--- config.mk ---
export PLATFORM = sky130hd
export DESIGN_NAME = win_acc_16_unsigned_flat
export DESIGN_NICKNAME = d
export VERILOG_FILES = /design/src/rtl/win_acc_16_unsigned_if.sv /design/src/rtl/win_acc_16_unsigned.sv /design/src/flat_wrapper.sv
export SDC_FILE = /design/constraint.sdc
export NUM_CORES = 1
export LEC_CHECK = 0
export BUFFER_PORTS_ARGS = -buffer_cell sky130_fd_sc_hd__buf_2
export CORE_ASPECT_RATIO = 2
export CORE_UTILIZATION = 30
export DETAILED_ROUTE_END_ITERATION = 10
export GPL_ROUTABILITY_DRIVEN = 1
export PLACE_DENSITY_LB_ADDON = 0.2
export SLEW_MARGIN = 20
export SYNTH_ARGS = -nofsm -noshare
export SYNTH_HDL_FRONTEND = slang
export SYNTH_SLANG_ARGS = --single-unit
--- constraint.sdc ---
create_clock -name clk -period 3.37 [get_ports clk]
set_input_delay 0.1685 -clock clk [delete_from_list [all_inputs] [get_ports clk]]
set_output_delay 0.1685 -clock clk [all_outputs]
set_load 0.01 [all_outputs]
--- src/rtl/win_acc_16_unsigned_if.sv ---
// Product-in / sum-out handshake bundle for the windowed unsigned accumulator.
// The master drives products and consumes sums; the slave is the accumulator.
interface win_acc_16_unsigned_if #(
    parameter int unsigned ACC_W = 24,
    parameter int unsigned CNT_W = 5
);
    logic [CNT_W-1:0] cfg_len;
    logic             acc_clr;
    logic             prod_valid;
    logic [15:0]      prod_data;
    logic             prod_ready;
    logic             sum_valid;
    logic [ACC_W-1:0] sum_data;
    logic             sum_ovf;
    logic             sum_ready;

    modport master (
        output cfg_len, acc_clr, prod_valid, prod_data, sum_ready,
        input  prod_ready, sum_valid, sum_data, sum_ovf
    );

    modport slave (
        input  cfg_len, acc_clr, prod_valid, prod_data, sum_ready,
        output prod_ready, sum_valid, sum_data, sum_ovf
    );
endinterface

--- src/rtl/win_acc_16_unsigned.sv ---
// Saturating unsigned accumulator: sums cfg_len+1 16-bit products, then holds the
// result on a valid/ready output until the downstream stage takes it.
module win_acc_16_unsigned #(
    parameter int unsigned ACC_W = 24,
    parameter int unsigned CNT_W = 5
) (
    input logic                   clk,
    input logic                   rst_n,
    win_acc_16_unsigned_if.slave  bus
);

    typedef enum logic [1:0] {StIdle, StAcc, StHold} state_e;

    state_e           state_q, state_d;
    logic [ACC_W-1:0] acc_q, acc_d;
    logic [CNT_W-1:0] cnt_q, cnt_d;
    logic [CNT_W-1:0] len_q, len_d;
    logic             ovf_q, ovf_d;

    logic             prod_ready;
    logic             accept;
    logic [ACC_W-1:0] prod_ext;
    logic [ACC_W:0]   sum_ext;

    assign prod_ext   = ACC_W'(bus.prod_data);
    assign sum_ext    = {1'b0, acc_q} + {1'b0, prod_ext};
    assign prod_ready = (state_q != StHold) && !bus.acc_clr;
    assign accept     = bus.prod_valid && prod_ready;

    always_comb begin
        state_d = state_q;
        acc_d   = acc_q;
        cnt_d   = cnt_q;
        len_d   = len_q;
        ovf_d   = ovf_q;

        if (bus.acc_clr) begin
            // Abort wins over any accept or handshake; a held sum is dropped.
            state_d = StIdle;
            acc_d   = '0;
            cnt_d   = '0;
            ovf_d   = 1'b0;
        end else begin
            unique case (state_q)
                StIdle: begin
                    if (accept) begin
                        acc_d   = prod_ext;
                        cnt_d   = '0;
                        len_d   = bus.cfg_len;
                        ovf_d   = 1'b0;
                        state_d = (bus.cfg_len == '0) ? StHold : StAcc;
                    end
                end
                StAcc: begin
                    if (accept) begin
                        if (sum_ext[ACC_W]) begin
                            acc_d = '1;
                            ovf_d = 1'b1;
                        end else begin
                            acc_d = sum_ext[ACC_W-1:0];
                        end
                        cnt_d = cnt_q + CNT_W'(1);
                        if (cnt_d == len_q) begin
                            state_d = StHold;
                        end
                    end
                end
                StHold: begin
                    if (bus.sum_ready) begin
                        state_d = StIdle;
                    end
                end
                default: state_d = StIdle;
            endcase
        end
    end

    always_ff @(posedge clk) begin
        if (!rst_n) begin
            state_q <= StIdle;
            acc_q   <= '0;
            cnt_q   <= '0;
            len_q   <= '0;
            ovf_q   <= 1'b0;
        end else begin
            state_q <= state_d;
            acc_q   <= acc_d;
            cnt_q   <= cnt_d;
            len_q   <= len_d;
            ovf_q   <= ovf_d;
        end
    end

    assign bus.prod_ready = prod_ready;
    assign bus.sum_valid  = (state_q == StHold);
    assign bus.sum_data   = acc_q;
    assign bus.sum_ovf    = ovf_q;

endmodule

--- src/flat_wrapper.sv ---
// flat-port wrapper written by rule: the top's interface ports become plain ports
module win_acc_16_unsigned_flat 
#(
    parameter int unsigned ACC_W = 24,
    parameter int unsigned CNT_W = 5
)
  (clk, rst_n, bus_cfg_len, bus_acc_clr, bus_prod_valid, bus_prod_data, bus_sum_ready, bus_prod_ready, bus_sum_valid, bus_sum_data, bus_sum_ovf);
  win_acc_16_unsigned_if #(.ACC_W(ACC_W), .CNT_W(CNT_W)) bus_i ();
  input logic clk;
  input logic rst_n;
  input wire logic [$bits(bus_i.cfg_len)-1:0] bus_cfg_len;
  input wire logic [$bits(bus_i.acc_clr)-1:0] bus_acc_clr;
  input wire logic [$bits(bus_i.prod_valid)-1:0] bus_prod_valid;
  input wire logic [$bits(bus_i.prod_data)-1:0] bus_prod_data;
  input wire logic [$bits(bus_i.sum_ready)-1:0] bus_sum_ready;
  output wire logic [$bits(bus_i.prod_ready)-1:0] bus_prod_ready;
  output wire logic [$bits(bus_i.sum_valid)-1:0] bus_sum_valid;
  output wire logic [$bits(bus_i.sum_data)-1:0] bus_sum_data;
  output wire logic [$bits(bus_i.sum_ovf)-1:0] bus_sum_ovf;
  assign bus_i.cfg_len = bus_cfg_len;
  assign bus_i.acc_clr = bus_acc_clr;
  assign bus_i.prod_valid = bus_prod_valid;
  assign bus_i.prod_data = bus_prod_data;
  assign bus_i.sum_ready = bus_sum_ready;
  assign bus_prod_ready = bus_i.prod_ready;
  assign bus_sum_valid = bus_i.sum_valid;
  assign bus_sum_data = bus_i.sum_data;
  assign bus_sum_ovf = bus_i.sum_ovf;
  win_acc_16_unsigned #(.ACC_W(ACC_W), .CNT_W(CNT_W)) u_core (.clk(clk), .rst_n(rst_n), .bus(bus_i));
endmodule
==> impl_metrics.env <==
export IMPL_ys_flop_type="dfxtp_1"
export IMPL_rsz0062_at_grt="false"
export IMPL_tightestPinTransition_ns=0.7492
export IMPL_yosysTopAreaCell="dfxtp_1"
export IMPL_tritoncts="yes"
export IMPL_drtPass1Iterations=4
export IMPL_combPwrFrac_pct=14.4
export IMPL_crit_path_max_fanout=8
export IMPL_synth_seq_area_share_pct=28.18
export IMPL_slew_headroom_pct=49.67
export IMPL_detailedPlace_worstSlack_ns=0.5835
export IMPL_avgSynthCellArea_sq_um=7.918
export IMPL_vias=2737
export IMPL_cp_start_kind="register"
export IMPL_drv_slew=0
export IMPL_netlist_area_leader_share_pct=28.18
export IMPL_tns_ns=0
export IMPL_fmax_mhz=356.3
export IMPL_min_path_type="in -> reg"
export IMPL_status="finished clean"
export IMPL_p_int_uw=862.7
export IMPL_n_fill_cell=912
export IMPL_syn_nets=376
export IMPL_syn_inst=332
export IMPL_drive_gt1_share_pct=18.54
export IMPL_cp_required_ns=3.54
export IMPL_die_h_um=134.4
export IMPL_seqPwrFrac_pct=38.6
export IMPL_boundaryPins=53
export IMPL_powerDensity_mw_per_mm2=370.8
export IMPL_die_area_sq_mm=0.009163
export IMPL_syn_area_sq_mm=0.002629
export IMPL_place_hpwl_um=6303
export IMPL_grt_pass1_wl_um=12750
export IMPL_p_sw_uw=313.9
export IMPL_clock_skew_ns=0.007003
export IMPL_cts_made_buffers=5
export IMPL_die_x_um=68.19
export IMPL_cts_sinks=37
export IMPL_antenna_found_initial=0
export IMPL_synth_edff_count=0
export IMPL_ir_drop_mv=0.2418
export IMPL_start_util_pct=30.61
export IMPL_cts_buffer_depth=2
export IMPL_worst_slack_ns=0.5633
export IMPL_syn_to_final_growth_pct=20.70
export IMPL_port_buffers=52
export IMPL_path_clk_slew_ns=0.06
export IMPL_p_clk_share_pct=47.0
export IMPL_first_iter_violations=108
export IMPL_clk_latency_ns=0.29
export IMPL_finalCriticalPeriod_ns=2.807
export IMPL_finalPower_mw=1.177
export IMPL_netlist_top_cells_area="dfxtp_1 28%, ha_1 8.1%, nand2_1 7.0%"
export IMPL_wl_per_cell_um=16.67
export IMPL_crit_type="reg -> reg"
export IMPL_grt_overflow=0
export IMPL_cp_arrival_ns=2.98
export IMPL_grt_usage_pct=18.79
export IMPL_post_cts_buffers=0
export IMPL_antenna_left=0
export IMPL_ys_types=54
export IMPL_grt_max_degree=22
export IMPL_grt_pass1_vias=2660
export IMPL_hold_buffers=0
export IMPL_vias_per_cell=5.667
export IMPL_final_net_count=426
export IMPL_finalSetupViolCount=0
export IMPL_leakagePower_nw=1.413
export IMPL_fin_crit_sh_pct=83.28
export IMPL_hold_viol=0
export IMPL_drc=0
export IMPL_core_sq_mm=0.008588
export IMPL_wl_um=8051
export IMPL_maxCapViolations=0
export IMPL_antennaDiodeCount=0
export IMPL_ys_warn_count=0
export IMPL_switching_share_pct=26.68
export IMPL_cts_resized=0
export IMPL_root_buffer="clkbuf_16"
export IMPL_place_gp_congestion=0.8682
export IMPL_cts_max_level=2
export IMPL_cp_end_kind="register"
export IMPL_core_rowCount=48
export IMPL_synth_seq_cells=37
export IMPL_synthArstFlopShare_pct=0
[final timing paths]
kind / from / end / slack (ns) / cells after the start
setup / recovery: u_core.bus.sum_data[12] / u_core.bus.sum_data[23] / 0.56 / 7
hold / removal: bus_cfg_len[4] / u_core.len_q[4] / 0.14 / 3
hold reg to reg: u_core.bus.sum_data[9] / u_core.bus.sum_data[9] / 0.45 / 2
setup reg to reg: u_core.bus.sum_data[12] / u_core.bus.sum_data[23] / 0.56 / 7
[power groups by stage]
stage / logic [mW] / clock network [mW] / registers (mW)
finish: 0.170 / 0.553 / 0.454
global route: 0.188 / 0.585 / 0.455
CTS: 0.172 / 0.566 / 0.454
global placement: 0.169 / 0 / 0.464
detailed placement: 0.171 / 0 / 0.464
floorplan: 0.110 / 0 / 0.464
[cells by family after synthesis]
kind of cell | after synthesis | synth area share [%]
AO/OA/AOI/OAI | 96 | 27.04
AND/OR/NAND/NOR | 142 | 26.27
multiplexers | 1 | 0.3808
buffers and inverters | 18 | 2.618
adder cells (fa/ha/maj) | 18 | 8.853
flip-flops | 37 | 28.18
XOR/XNOR | 20 | 6.664
[flip-flops by register name, summed over array words and instances (netlist names)]
signal               flops
u_core.bus.sum_data     24
u_core.len_q             5
u_core.cnt_q             5
u_core.state_q           2
u_core.bus.sum_ovf       1
[Yosys cell counts (all sizes together), types with 2 or more instances]
cell and number:
a211oi 3, a31oi 2, buf 3, xor2 8, o21bai 2, nand2 49
nand2b 7, dfxtp 37, a21oi 23, nand4 5, nor2b 5, ha 17
o221ai 14, a41o 2, a21boi 5, o22ai 2, a41oi 3, nand3b 3
and3 6, nor4 5, a22oi 2, xnor2 12, o21a 4, nand3 17
nor2 22, and2 4, o21ai 12, a21o 5, and4 2, inv 3
nor3 12, clkbuf 12, a221o 2, o211ai 4
[cell usage in the layout, fill, tap and decap left out, drive strengths merged, types with 6 or more instances in the layout]
cell type / n
nand2: 49
and3: 6
nand2b: 7
nand3: 17
xor2: 8
buf: 58
dfxtp: 37
o21ai: 12
xnor2: 12
nor2: 22
ha: 17
a21oi: 23
o221ai: 14
nor3: 12
[worst max-delay path: stages, from the launching register on]
cell	delay, ns
dfxtp_1	0.33
ha_1	0.41
a21o_1	0.22
a211oi_1	0.53
o2bb2ai_1	0.25
nor3_1	0.62
nor3_1	0.11
o22a_1	0.21
[stage by stage]
step                instance area, sq um  util (%)  cells  hold WS [ns]
floorplan                           2629         -    332        0.3134
global placement                    3002     34.95    475        0.4350
detailed placement                  3002     34.95    475        0.4387
CTS                                 3173     36.95    483        0.1312
global route                        3173     36.95    483        0.1418
finish                              3173     36.95    483        0.1357
[final cells by class]
type	instances	area, sq um	share of cell area, %
clock buffer	5	125.1	3.943
clock inverter	3	46.29	1.459
inverter	3	11.26	0.3549
multi-input combinational	277	1819	57.33
sequential	37	740.7	23.34
tap	100	125.1	3.943
timing repair buffer	58	305.3	9.621
[routing by layer]
| metal | track usage, % | up-vias | part of all wire, % |
|---|---|---|---|
| li1 | - | 1344 | - |
| met3 | 2.976 | 20 | 3.0 |
| met4 | 9.606 | 0 | 3.3 |
| met2 | 36.49 | 80 | 58 |
| met5 | 0 | - | 0 |
| met1 | 17.26 | 1293 | 36 |
No activity file was read; power rests on OpenSTA's default activity.
